File: src/rtl/apb_pkg.sv
// Shared types for the APB requester: FSM state encoding and the captured command record.
package apb_pkg;

    localparam int APB_ADDR_W = 4;
    localparam int APB_DATA_W = 128;

    typedef enum logic [1:0] {
        IDLE,
        SETUP,
        ACCESS,
        RESP
    } apb_state_e;

    typedef struct packed {
        logic                  write;
        logic [APB_ADDR_W-1:0] addr;
        logic [APB_DATA_W-1:0] wdata;
    } apb_cmd_t;

endpackage

File: src/rtl/apb_master_if.sv
// Command/response handshake plus APB bus signals seen by the requester (master) and its peer (slave).
interface apb_master_if #(
    parameter int addr_width = apb_pkg::APB_ADDR_W,
    parameter int data_width = apb_pkg::APB_DATA_W
);
    logic                  cmd_valid;
    logic                  cmd_ready;
    logic                  cmd_write;
    logic [addr_width-1:0] cmd_addr;
    logic [data_width-1:0] cmd_wdata;

    logic                  rsp_valid;
    logic                  rsp_ready;
    logic [data_width-1:0] rsp_rdata;
    logic                  rsp_error;

    logic                  PSELx;
    logic                  PENABLE;
    logic                  PWRITE;
    logic [addr_width-1:0] PADDR;
    logic [data_width-1:0] PWDATA;
    logic [data_width-1:0] PRDATA;
    logic                  PREADY;
    logic                  PSLVERR;

    modport master (
        input  cmd_valid, cmd_write, cmd_addr, cmd_wdata, rsp_ready,
        input  PRDATA, PREADY, PSLVERR,
        output cmd_ready, rsp_valid, rsp_rdata, rsp_error,
        output PSELx, PENABLE, PWRITE, PADDR, PWDATA
    );

    modport slave (
        output cmd_valid, cmd_write, cmd_addr, cmd_wdata, rsp_ready,
        output PRDATA, PREADY, PSLVERR,
        input  cmd_ready, rsp_valid, rsp_rdata, rsp_error,
        input  PSELx, PENABLE, PWRITE, PADDR, PWDATA
    );

endinterface

File: src/rtl/apb_wait_timer.sv
// ACCESS wait counter for the APB_MASTER_TIMEOUT_EN build: flags the cycle in which the limit is reached.
module apb_wait_timer #(
    parameter int limit = 16
) (
    input  logic clk,
    input  logic rst,
    input  logic clear,
    input  logic enable,
    output logic limit_hit
);
    localparam int CNT_W = (limit > 1) ? $clog2(limit) : 1;

    logic [CNT_W-1:0] count;

    always_ff @(posedge clk) begin
        if (rst || clear) begin
            count <= '0;
        end else if (enable) begin
            count <= count + CNT_W'(1);
        end
    end

    // the limit-th stalled cycle is the one that observes count == limit-1
    assign limit_hit = enable && (count == CNT_W'(limit - 1));

endmodule

File: src/rtl/apb_master.sv
// APB requester: one command at a time through SETUP/ACCESS, result returned on a valid/ready port.
// Define APB_MASTER_TIMEOUT_EN to abort ACCESS after timeout_cycles stalled cycles.
//
// state  | meaning
// IDLE   | cmd_ready high, waiting for a command
// SETUP  | PSELx high, PENABLE low, one cycle
// ACCESS | PSELx and PENABLE high, waiting for PREADY
// RESP   | rsp_valid high until rsp_ready
module apb_master
    import apb_pkg::*;
#(
    parameter int addr_width     = APB_ADDR_W,
    parameter int data_width     = APB_DATA_W,
    parameter int timeout_cycles = 16
) (
    input  logic         PCLK,
    input  logic         PRESET,
    apb_master_if.master bus
);
    apb_state_e            state;
    logic                  cmd_ready;
    logic                  rsp_valid;
    logic                  rsp_error;
    logic [data_width-1:0] rsp_rdata;
    logic                  psel;
    logic                  penable;
    logic                  pwrite;
    logic [addr_width-1:0] paddr;
    logic [data_width-1:0] pwdata;
    logic                  accept;

    assign accept = bus.cmd_valid && cmd_ready;

`ifdef APB_MASTER_TIMEOUT_EN
    logic wait_clear;
    logic wait_count;
    logic timeout_hit;

    assign wait_clear = (state == SETUP);
    assign wait_count = (state == ACCESS) && !bus.PREADY;

    apb_wait_timer #(.limit(timeout_cycles)) u_wait_timer (
        .clk       (PCLK),
        .rst       (PRESET),
        .clear     (wait_clear),
        .enable    (wait_count),
        .limit_hit (timeout_hit)
    );
`else
    if (timeout_cycles < 1) begin : g_timeout_unused
    end
`endif

    always_ff @(posedge PCLK) begin
        if (PRESET) begin
            state     <= IDLE;
            cmd_ready <= 1'b0;
            rsp_valid <= 1'b0;
            rsp_error <= 1'b0;
            rsp_rdata <= '0;
            psel      <= 1'b0;
            penable   <= 1'b0;
            pwrite    <= 1'b0;
            paddr     <= '0;
            pwdata    <= '0;
        end else begin
            case (state)
                IDLE: begin
                    if (accept) begin
                        pwrite    <= bus.cmd_write;
                        paddr     <= bus.cmd_addr;
                        pwdata    <= bus.cmd_wdata;
                        psel      <= 1'b1;
                        cmd_ready <= 1'b0;
                        state     <= SETUP;
                    end else begin
                        cmd_ready <= 1'b1;
                    end
                end
                SETUP: begin
                    penable <= 1'b1;
                    state   <= ACCESS;
                end
                ACCESS: begin
                    // PREADY takes priority over a timeout hit in the same cycle
                    if (bus.PREADY) begin
                        psel      <= 1'b0;
                        penable   <= 1'b0;
                        rsp_valid <= 1'b1;
                        rsp_error <= bus.PSLVERR;
                        rsp_rdata <= pwrite ? '0 : bus.PRDATA;
                        state     <= RESP;
                    end
`ifdef APB_MASTER_TIMEOUT_EN
                    else if (timeout_hit) begin
                        psel      <= 1'b0;
                        penable   <= 1'b0;
                        rsp_valid <= 1'b1;
                        rsp_error <= 1'b1;
                        rsp_rdata <= '0;
                        state     <= RESP;
                    end
`endif
                end
                RESP: begin
                    if (bus.rsp_ready) begin
                        rsp_valid <= 1'b0;
                        cmd_ready <= 1'b1;
                        state     <= IDLE;
                    end
                end
                default: state <= IDLE;
            endcase
        end
    end

    assign bus.cmd_ready = cmd_ready;
    assign bus.rsp_valid = rsp_valid;
    assign bus.rsp_rdata = rsp_rdata;
    assign bus.rsp_error = rsp_error;
    assign bus.PSELx     = psel;
    assign bus.PENABLE   = penable;
    assign bus.PWRITE    = pwrite;
    assign bus.PADDR     = paddr;
    assign bus.PWDATA    = pwdata;

endmodule
File: src/flat_wrapper.sv
// flat-port wrapper written by rule: the top's interface ports become plain ports
module apb_master_flat import apb_pkg::*;
#(
    parameter int addr_width     = APB_ADDR_W,
    parameter int data_width     = APB_DATA_W,
    parameter int timeout_cycles = 16
)
  (PCLK, PRESET, bus_cmd_valid, bus_cmd_write, bus_cmd_addr, bus_cmd_wdata, bus_rsp_ready, bus_PRDATA, bus_PREADY, bus_PSLVERR, bus_cmd_ready, bus_rsp_valid, bus_rsp_rdata, bus_rsp_error, bus_PSELx, bus_PENABLE, bus_PWRITE, bus_PADDR, bus_PWDATA);
  apb_master_if #(.addr_width(addr_width), .data_width(data_width)) bus_i ();
  input  logic PCLK;
  input  logic PRESET;
  input wire logic [$bits(bus_i.cmd_valid)-1:0] bus_cmd_valid;
  input wire logic [$bits(bus_i.cmd_write)-1:0] bus_cmd_write;
  input wire logic [$bits(bus_i.cmd_addr)-1:0] bus_cmd_addr;
  input wire logic [$bits(bus_i.cmd_wdata)-1:0] bus_cmd_wdata;
  input wire logic [$bits(bus_i.rsp_ready)-1:0] bus_rsp_ready;
  input wire logic [$bits(bus_i.PRDATA)-1:0] bus_PRDATA;
  input wire logic [$bits(bus_i.PREADY)-1:0] bus_PREADY;
  input wire logic [$bits(bus_i.PSLVERR)-1:0] bus_PSLVERR;
  output wire logic [$bits(bus_i.cmd_ready)-1:0] bus_cmd_ready;
  output wire logic [$bits(bus_i.rsp_valid)-1:0] bus_rsp_valid;
  output wire logic [$bits(bus_i.rsp_rdata)-1:0] bus_rsp_rdata;
  output wire logic [$bits(bus_i.rsp_error)-1:0] bus_rsp_error;
  output wire logic [$bits(bus_i.PSELx)-1:0] bus_PSELx;
  output wire logic [$bits(bus_i.PENABLE)-1:0] bus_PENABLE;
  output wire logic [$bits(bus_i.PWRITE)-1:0] bus_PWRITE;
  output wire logic [$bits(bus_i.PADDR)-1:0] bus_PADDR;
  output wire logic [$bits(bus_i.PWDATA)-1:0] bus_PWDATA;
  assign bus_i.cmd_valid = bus_cmd_valid;
  assign bus_i.cmd_write = bus_cmd_write;
  assign bus_i.cmd_addr = bus_cmd_addr;
  assign bus_i.cmd_wdata = bus_cmd_wdata;
  assign bus_i.rsp_ready = bus_rsp_ready;
  assign bus_i.PRDATA = bus_PRDATA;
  assign bus_i.PREADY = bus_PREADY;
  assign bus_i.PSLVERR = bus_PSLVERR;
  assign bus_cmd_ready = bus_i.cmd_ready;
  assign bus_rsp_valid = bus_i.rsp_valid;
  assign bus_rsp_rdata = bus_i.rsp_rdata;
  assign bus_rsp_error = bus_i.rsp_error;
  assign bus_PSELx = bus_i.PSELx;
  assign bus_PENABLE = bus_i.PENABLE;
  assign bus_PWRITE = bus_i.PWRITE;
  assign bus_PADDR = bus_i.PADDR;
  assign bus_PWDATA = bus_i.PWDATA;
  apb_master #(.addr_width(addr_width), .data_width(data_width), .timeout_cycles(timeout_cycles)) u_core (.PCLK(PCLK), .PRESET(PRESET), .bus(bus_i));
endmodule
File: config.mk
export PLATFORM = sky130hd
export DESIGN_NAME = apb_master_flat
export DESIGN_NICKNAME = d
export VERILOG_FILES = /design/src/rtl/apb_pkg.sv /design/src/rtl/apb_master_if.sv /design/src/rtl/apb_wait_timer.sv /design/src/rtl/apb_master.sv /design/src/flat_wrapper.sv
export SDC_FILE = /design/constraint.sdc
export NUM_CORES = 1
export LEC_CHECK = 0
export ABC_AREA = 0
export BUFFER_PORTS_ARGS = -buffer_cell sky130_fd_sc_hd__buf_2
export CORE_AREA = 10 10 198 200
export CTS_BUF_LIST = sky130_fd_sc_hd__clkbuf_4 sky130_fd_sc_hd__clkbuf_8
export CTS_CLUSTER_SIZE = 16
export DETAILED_ROUTE_END_ITERATION = 10
export DIE_AREA = 0 0 208 210
export PLACE_DENSITY_LB_ADDON = 0.05
export SLEW_MARGIN = 20
export SYNTH_ARGS = -nofsm -noshare
export SYNTH_HDL_FRONTEND = slang
export SYNTH_SLANG_ARGS = --single-unit
File: constraint.sdc
create_clock -name PCLK -period 1.8 [get_ports PCLK]
set_input_delay 0 -clock PCLK [delete_from_list [all_inputs] [get_ports PCLK]]
set_output_delay 0 -clock PCLK [all_outputs]
set_load 0.01 [all_outputs]
Word-level counts from Yosys, hierarchy flattened
Index checks and enable logic that the tools add are counted.
- register bits: 268
- input bits: 267
- output and inout bits: 266
- multiplexer cells: 15
- reduce and logical (&&, ||, !) cells: 13
- equal/unequal tests: 6
- operators with widths (cell ; number):
    128-bit two-way mux ; 1
    3-bit AND reduction ; 3
    1-bit case mux with 2 select lines ; 4
    2-bit case mux with 4 select lines ; 1
    2-bit AND reduction ; 4
    2-bit nonzero test ; 4
    1-bit two-way mux ; 6
    2-bit two-way mux ; 3
    2-bit equality test, second input constant ; 2
    2-bit != test, second input constant ; 2
    2-bit by 1-bit equality test with 1-bit output, second input constant ; 1
    2-bit zero test ; 1
    2-bit by 1-bit != test with 1-bit output, second input constant ; 1
    1-bit logical AND ; 1

Depth between registers and ports, before layout
Gate-level depths: netlist (run 1).
- depth in word-level cells: 3
- gate-level depth with buffers: 8
- gate-level depth less buffers: 5

Worst setup path after synthesis (run 1)
OpenSTA, ideal clock, no wires.
- kind: register to register
- start point: register u_core.state[0]
- end point: register u_core.pwdata[100] (netlist: u_core.bus.PWDATA[100])
- setup slack: 0.270 ns
- data arrival time: 1.398 ns
- stages on the path, launching flop included: 9
- required time: 1.668 ns
- period minus slack after synthesis: 1.530 ns
- cell sequence: dfxtp_1 -> inv_1 -> ha_1 -> and3_1 -> buf_2 -> buf_4 -> buf_4 -> nand2_1 -> a21oi_1
- word-level cells in the longest chain between the ends: 2
- RTL lines (element ; line ; source):
    from (decl) ; apb_master.sv:20 ; apb_state_e state;
    from (signal assigned) ; apb_master.sv:56 ; state <= IDLE;
    from (signal assigned) ; apb_master.sv:75 ; state <= SETUP;
    from (signal assigned) ; apb_master.sv:82 ; state <= ACCESS;
    2-bit zero test ; apb_master.sv:67 ; case (state)
    2-bit AND reduction (no source line) ; n/a ;
    to (signal assigned) ; apb_master.sv:72 ; pwdata <= bus.cmd_wdata;
    to (decl) ; apb_master.sv:29 ; logic [data_width-1:0] pwdata;
No other way between the ends.
A chain may end at the register's enable or synchronous reset.

Final worst setup path (run 1)
- start point: register u_core.state[0]
- end point: register u_core.rsp_rdata[32] (netlist: u_core.bus.rsp_rdata[32])
- word-level cells in the longest chain between the ends: 2
- RTL lines (element ; line ; source):
    2-bit equality test ; apb_master.sv:67 ;
    2-bit AND reduction (no source line) ; n/a ;
    to (signal assigned) ; apb_master.sv:91 ; rsp_rdata <= pwrite ? '0 : bus.PRDATA;
    to (decl) ; apb_master.sv:24 ; logic [data_width-1:0] rsp_rdata;
No other way between the ends.

==> flow_summary_export.csv, run 1 <==
group,metric,value,unit
run_status,status,"finished, final reports clean",
power,clockPowerShare,34.1,%
timing,finalSetupTns,0,ns
timing,worst_pin_slew,0.420,ns
power,internal_power,12.4,mW
min_path,hold_end,"u_core.bus.PWDATA[61]",
setup_path,cp_num_buf_inv,2,
grt,grt_pass1_vias,11500,
timing,final-hold-violation-count,0,
setup_path,cp_slowest_cell,"dfxtp_1",
synthesis,synth_seq_area_share,54.0,%
synthesis,synth_nets,1469,
timing,finalSetupViolCount,0,
final_layout,final_util,47.9,%
grt,grt_max_degree,92,
final_layout,drive_gt1_share,33.0,%
setup_path,arrival,2.14,ns
placed_design,dp.cells,2121,
synthesis,syn-mean-instance-area,8.31,um2
final_layout,n_fill_cell,3545,
route,drt-total-wl,46.1,mm
timing,fin_crit_sh,90.7,%
route,firstDrtPassIters,5,
placed_design,place_congestion,0.773,
final_layout,num-nets-final,2255,
placed_design,portBuffers,532,
synthesis,synth_warnings,0,
die,dieArea,43700,um2
final_layout,syn_to_final_growth,69.8,%
clocking,clk_latency,0.60,ns
setup_path,reg2reg_from,"u_core.state[0]",
setup_path,required,2.31,ns
die,core_area,35200,um2
grt,grt_pass1_wl,69.7,mm
timing,slew_headroom,71.9,%
synthesis,synthCells,1196,
setup_path,worstPathMaxFanout,18,
power,peakVddDrop,0.000659,V
placed_design,hpwl,33.5,mm
power,p_switching,5.67,mW
setup_path,worstRegToRegCells,6,
min_path,worstHoldPathCells,4,
route,wl_per_cell,18.6,um
timing,finalClockSkew,0.0179,ns
synthesis,ys_types,27,
synthesis,synth-edff-count,0,
timing,fin_crit,1.63,ns
grt,grt_util_all_layers,20.1,%
timing,rsz0062_at_grt,"no",
setup_path,critPathCaptureType,"flip-flop",
synthesis,synth-main-ff-cell,"dfxtp_1",
clocking,cts_made_buffers,50,
power,cellPowerDensity,1070,nW/um2
flow_run,drv_cap,0,
setup_path,max_stage_delay,0.32,ns
route,drtIter0Drc,490,
final_layout,instances_no_fill,2482,
power,power.share.sequential,38.9,%
clocking,path_clk_slew,0.06,ns
synthesis,synth_area,9930,um2
setup_path,timing.rr.end,"u_core.bus.rsp_rdata[32]",
grt,grt_antenna_before_repair,3,
route,vias,11100,
route,drc,0,
die,start_util,28.2,%
setup_path,cp-start-kind,"flip-flop",
clocking,cts_tree,"built",
grt,overflow,0,
clocking,cts_root_buf,"clkbuf_8",
timing,final_max_slew_viol_count,0,
route,via_per_inst,4.45,
synthesis,ys_ff_latch,268,
synthesis,synthArstFlopShare,0,%
min_path,hp-class,"primary input to flip-flop",
setup_path,regToRegSetupSlack,0.17,ns
power,combPwrFrac,27.0,%
power,leakagePower,7.43,nW
setup_path,critPathKind,"flip-flop to flip-flop",
route,drt.antenna.violating_nets,0,
timing,fmax,612,MHz
die,die_x,208,um
die,ios,533,
setup_path,path_cells,"inv_1 -> ha_1 -> nand2_4 -> buf_4 -> nand2_1 -> a21oi_1",
clocking,clock_path_buffers,3,
power,sw_frac_of_total,31.4,%
die,fp.dieH,210,um
setup_path,cpLargestDelayFamily,"simple AND/OR/NAND/NOR gates",
die,fp-row-count,69,
clocking,cts_htree_levels,2,
min_path,hold_start,"bus_cmd_wdata[61]",
clocking,cts.sinks,268,
power,total_power,18.0,mW
## area by class of cell
| class | instances | area, um2 | share of cell area [%] |
|---|---|---|---|
| clock inverter | 1 | 7.51 | 0.0445 |
| multi-input combinational | 822 | 4050 | 24.0 |
| clock buffer | 87 | 1040 | 6.17 |
| sequential | 268 | 5370 | 31.8 |
| timing repair buffer | 836 | 5810 | 34.4 |
| inverter | 4 | 15.0 | 0.0890 |
| tap | 461 | 577 | 3.42 |
| antenna | 3 | 7.51 | 0.0445 |
## Yosys cell counts, types with 4 or more instances
cell type | number | share of area, %
a21oi_1 | 264 | 13
buf_2 | 18 | 0.91
buf_4 | 9 | 0.68
buf_6 | 12 | 1.4
clkbuf_1 | 61 | 2.3
dfxtp_1 | 268 | 54
ha_1 | 6 | 0.76
inv_1 | 4 | 0.15
nand2_1 | 398 | 15
nand3b_1 | 128 | 9.7
nor2_1 | 4 | 0.15
nor2b_1 | 5 | 0.31
## power by group through the flow
stage / sequential, mW / clock, mW / combinational [mW]
finish: 7.01 / 6.16 / 4.87
global route: 7.10 / 6.65 / 5.37
CTS: 7.00 / 6.39 / 4.92
detailed placement: 7.12 / 0 / 4.42
global placement: 7.09 / 0 / 4.44
floorplan: 7.45 / 0 / 2.04
## worst register-to-register path, delay by kind of cell, from the launching register on
family                     cells  cell delay (ns)
adders and majority gates      1             0.29
AOI/OAI and AO/OA              1             0.15
and+or+nand+nor                2             0.40
buffers and inverters          2             0.37
DFF                            1             0.32
## registers in the layout (all words and copies together), names as in the netlist
register              count
u_core.bus.PWDATA       128
u_core.bus.rsp_rdata    128
u_core.bus.PADDR          4
u_core.state              2
u_core.bus.PENABLE        1
u_core.bus.PSELx          1
u_core.bus.PWRITE         1
u_core.bus.cmd_ready      1
u_core.bus.rsp_error      1
u_core.bus.rsp_valid      1
## layer usage
layer	global-route usage, %	part of all wire [%]
met5	0	0
met4	8.15	3.0
met3	8.44	10
met2	33.3	47
met1	22.4	40
## placed cells by master (no fill, tap or decap), types with 6 or more instances in the layout
| master | count |
|---|---|
| buf_4 | 23 |
| a21oi_1 | 264 |
| buf_2 | 531 |
| nand3b_1 | 128 |
| buf_12 | 15 |
| nand2_1 | 397 |
| dlygate4sd3_1 | 266 |
| clkbuf_4 | 25 |
| ha_1 | 6 |
| dfxtp_1 | 267 |
| clkbuf_8 | 63 |
## what timing repair did
item,CTS,global route
gates resized for setup,0,1
setup buffers,0,4
endpoints found under the setup margin,0,7
endpoints found under the hold margin,267,0
hold buffers,266,0
## metrics by stage
stage                     worst slack, ns  hold WS, ns  instance area [um2]
after global routing              0.00220        0.168                16900
after floorplan                     0.270        0.136                 9930
after global placement              0.155        0.240                13100
final                               0.167        0.180                16900
after CTS                          0.0880        0.119                16800
after detailed placement            0.109        0.246                13100
## logic make-up (layout without fill, tap and decap cells)
| family | Yosys count | count (layout) | share of synthesized area, % |
|---|---|---|---|
| and+or+nand+nor | 540 | 540 | 25.5 |
| AOI/OAI and AO/OA | 274 | 274 | 14.1 |
| DFF | 268 | 268 | 54.0 |
| buffers and inverters | 106 | 928 | 5.48 |
| adders and majority gates | 6 | 6 | 0.756 |
| muxes | 2 | 2 | 0.227 |
| other | 0 | 3 | 0 |
## worst max-delay path by stage
stage	to	slack, ns	from	depth (start not counted)
floorplan	u_core.bus.PWDATA[100]	0.27	u_core.state[0]	8
global placement	u_core.state[0]	0.16	u_core.state[1]	5
detailed placement	u_core.state[1]	0.11	u_core.state[1]	5
CTS	u_core.state[1]	0.09	u_core.state[1]	5
global route	u_core.bus.PSELx	0.002	u_core.state[0]	6
finish	u_core.bus.rsp_rdata[32]	0.17	u_core.state[0]	6
Power figures use the tool's default switching activity.
==> run 2, diff against run 1 <==
--- a/config.mk
+++ b/config.mk
@@ -13,7 +13,8 @@
 export DETAILED_ROUTE_END_ITERATION = 10
 export DIE_AREA = 0 0 208 210
 export PLACE_DENSITY_LB_ADDON = 0.05
-export SLEW_MARGIN = 20
+export SLEW_MARGIN = 25
 export SYNTH_ARGS = -nofsm -noshare
 export SYNTH_HDL_FRONTEND = slang
+export SYNTH_HIERARCHICAL = 1
 export SYNTH_SLANG_ARGS = --single-unit
==> constraint.sdc (replaced) <==
create_clock -name PCLK -period 1.8 [get_ports PCLK]
set_input_delay 0.27 -clock PCLK [delete_from_list [all_inputs] [get_ports PCLK]]
set_output_delay 0.27 -clock PCLK [all_outputs]
set_load 0.01 [all_outputs]
==> run 2 against run 1 <==
  * Final area did not move
  * Global-route usage fell by 0.56 points
  * Sequential power barely moved
  * Fmax fell by 1.0%
  * Register-to-register slack got worse by 0.02 ns
  * Worst hold slack got worse by 0.079 ns
  * Routed wire length fell by 2.3%
  * Final cell count fell by 0.85%
  * Sequential share of layout area barely moved
  * Via count fell by 0.71%
  * Critical path depth did not move
==> flow_summary_export.csv, run 2 <==
group,metric,value,unit
run_status,status,"finished, final reports clean",
setup_path,regToRegSetupSlack,0.15,ns
setup_path,required,2.29,ns
timing,slew_headroom,71.2,%
clocking,cts_root_buf,"clkbuf_8",
synthesis,ys_ff_latch,268,
clocking,path_clk_slew,0.06,ns
placed_design,dp.cells,2117,
power,clockPowerShare,33.8,%
setup_path,critPathCaptureType,"flip-flop",
clocking,cts_setup_buffers,0,
die,core_area,35200,um2
synthesis,syn-mean-instance-area,8.33,um2
route,firstDrtPassIters,6,
grt,grt_util_all_layers,19.5,%
power,leakagePower,7.41,nW
flow_run,drv_cap,0,
setup_path,critPathKind,"flip-flop to flip-flop",
die,ios,533,
synthesis,synth_top_area_cell,"dfxtp_1",
power,cellPowerDensity,1070,nW/um2
timing,fin_crit,1.65,ns
die,fp-row-count,69,
route,drt.antenna.violating_nets,0,
clocking,cts_htree_levels,2,
final_layout,syn_to_final_growth,69.9,%
setup_path,setup.worst_path.start,"u_core/state[0]",
synthesis,synth_nets,1466,
setup_path,worstPathMaxFanout,21,
grt,overflow,0,
route,drtIter0Drc,460,
synthesis,synth-edff-count,0,
synthesis,ys_top_cells_by_count,"397 x nand2_1, 268 x dfxtp_1, 264 x a21oi_1",
setup_path,arrival,2.14,ns
final_layout,num-nets-final,2242,
placed_design,hpwl,32.2,mm
synthesis,synth_seq_area_share,54.0,%
placed_design,place_congestion,0.773,
clocking,cts_made_buffers,48,
synthesis,ys_types,25,
synthesis,synth_warnings,6,
timing,rsz0062_at_grt,"no",
power,peakVddDrop,0.000594,V
synthesis,synthArstFlopShare,0,%
clocking,clk_latency,0.57,ns
grt,grt_antenna_before_repair,3,
min_path,hp-class,"primary input to flip-flop",
grt,grt_pass1_vias,11300,
final_layout,instances_no_fill,2461,
timing,fin_crit_sh,91.7,%
setup_path,reg2reg_from,"u_core/state[0]",
grt,grt_pass1_wl,68.2,mm
final_layout,drive_gt1_share,32.9,%
die,start_util,28.2,%
timing,worst_pin_slew,0.432,ns
clocking,cts.sinks,268,
route,vias,11000,
route,drt-total-wl,45.1,mm
timing,finalSetupTns,0,ns
power,power.share.sequential,39.0,%
synthesis,yosys.area.top_type_share,54.0,%
route,drc,0,
placed_design,portBuffers,532,
synthesis,synth_most_common_cell,"nand2_1",
final_layout,layout_commonest_cell,"buf_2",
timing,finalClockSkew,0.0148,ns
clocking,cts_tree,"built",
setup_path,worstRegToRegCells,6,
final_layout,final_util,47.9,%
final_layout,n_antenna_cell,0,
timing,finalSetupViolCount,0,
die,fp.dieH,210,um
clocking,clock_path_buffers,3,
grt,grt_max_degree,52,
die,dieArea,43700,um2
route,wl_per_cell,18.3,um
setup_path,cp-start-kind,"flip-flop",
synthesis,synthCells,1192,
route,via_per_inst,4.46,
final_layout,final_cell_mix,"531 x buf_2, 396 x nand2_1, 267 x dfxtp_1",
power,internal_power,12.4,mW
synthesis,yosys-top-cells-area,"dfxtp_1 54%, nand2_1 15%, a21oi_1 13%, nand3b_1 9.7%, clkbuf_1 2.0%",
timing,final_max_slew_viol_count,0,
setup_path,timing.rr.end,"u_core/bus.PWDATA[37]",
synthesis,synth_area,9930,um2
setup_path,critPathCapture,"u_core/bus.PWDATA[37]",
power,combPwrFrac,27.2,%
timing,fmax,606,MHz
power,p_switching,5.60,mW
timing,final-hold-violation-count,0,
synthesis,synth-main-ff-cell,"dfxtp_1",
die,die_x,208,um
power,sw_frac_of_total,31.2,%
[run 2: changes by cell type in the layout (fill, tap and decap cells not counted), sizes merged, moves of 2 or more]
| cell | change |
|---|---|
| dlygate4sd3 | -4 |
| clkinv | +2 |
| o31a | -2 |
| buf | -4 |
| mux2i | +2 |
| diode | -3 |
| nand2b | +3 |
| nor2b | -5 |
| clkbuf | -8 |
| a211oi | +2 |
[run 2: through the flow]
| stage | worst slack [ns] | power (mW) | hold WS [ns] | cell area [um2] |
|---|---|---|---|---|
| finish | 0.150 | 18.0 | 0.101 | 16900 |
| global route | 0.000183 | 19.1 | 0.0738 | 16900 |
| CTS | 0.0801 | 18.3 | 0.0443 | 16900 |
| detailed placement | 0.0861 | 11.6 | 0.440 | 13200 |
| global placement | 0.162 | 11.6 | 0.436 | 13200 |
| floorplan | 0.311 | 9.54 | 0.406 | 9930 |
[run 2: worst min path at each step]
stage	startpoint	end	slack, ns	depth (start not counted)
after floorplan	bus_cmd_addr[0]	u_core/bus.PADDR[0]	0.41	2
after global placement	u_core/bus.rsp_rdata[108]	u_core/bus.rsp_rdata[108]	0.44	2
after detailed placement	u_core/bus.rsp_rdata[3]	u_core/bus.rsp_rdata[3]	0.44	2
after CTS	bus_rsp_ready	u_core/bus.rsp_valid	0.04	4
after global routing	bus_cmd_valid	u_core/bus.PSELx	0.07	3
final	bus_rsp_ready	u_core/bus.rsp_valid	0.10	4
[run 2: layout make-up]
cell class,instances,area (um2)
repair buffers,828,5840
inverters,3,11.3
clock buffers,79,987
flip-flops and latches,268,5370
clock inverters,3,40.0
fillers,3520,18400
multi-input cells,819,4050
well taps,461,577
[run 2: metal layers]
layer,vias up,GRT usage [%],part of all wire (%)
li1,5494,-,-
met1,5036,21.7,39
met2,356,34.2,50
met3,83,6.45,7.4
met4,6,6.85,3.2
met5,-,0,0.078
[run 2: worst max-delay path, stage by stage (launching register included)]
cell and delay (ns):
dfxtp_1 0.34, inv_1 0.16, ha_1 0.27, and3_4 0.35, buf_6 0.23, nand2_1 0.09
a21oi_1 0.13
[run 2: cells by family (layout without fill, tap and decap cells)]
logic type               after synthesis  in the layout  synth area share, %
AO/OA/AOI/OAI                        271            271                 13.8
adder cells (fa/ha/maj)                7              7                0.882
buffers and inverters                105            913                 5.48
flip-flops                           268            268                 54.0
multiplexers                           4              4                0.428
AND/OR/NAND/NOR                      537            537                 25.3
[run 2: power groups by stage]
stage / combinational (mW) / clock, mW / sequential, mW
2_1_floorplan: 2.10 / 0 / 7.43
3_3_place_gp: 4.49 / 0 / 7.11
3_5_place_dp: 4.49 / 0 / 7.14
4_1_cts: 4.98 / 6.30 / 7.02
5_1_grt: 5.38 / 6.57 / 7.10
6_report: 4.90 / 6.08 / 7.01
[run 2: timing repair]
| action | CTS | global route |
|---|---|---|
| setup endpoints to repair | 1 | 20 |
| hold endpoints to repair | 262 | 0 |
| hold buffers | 262 | 0 |
| gates resized for setup | 1 | 1 |
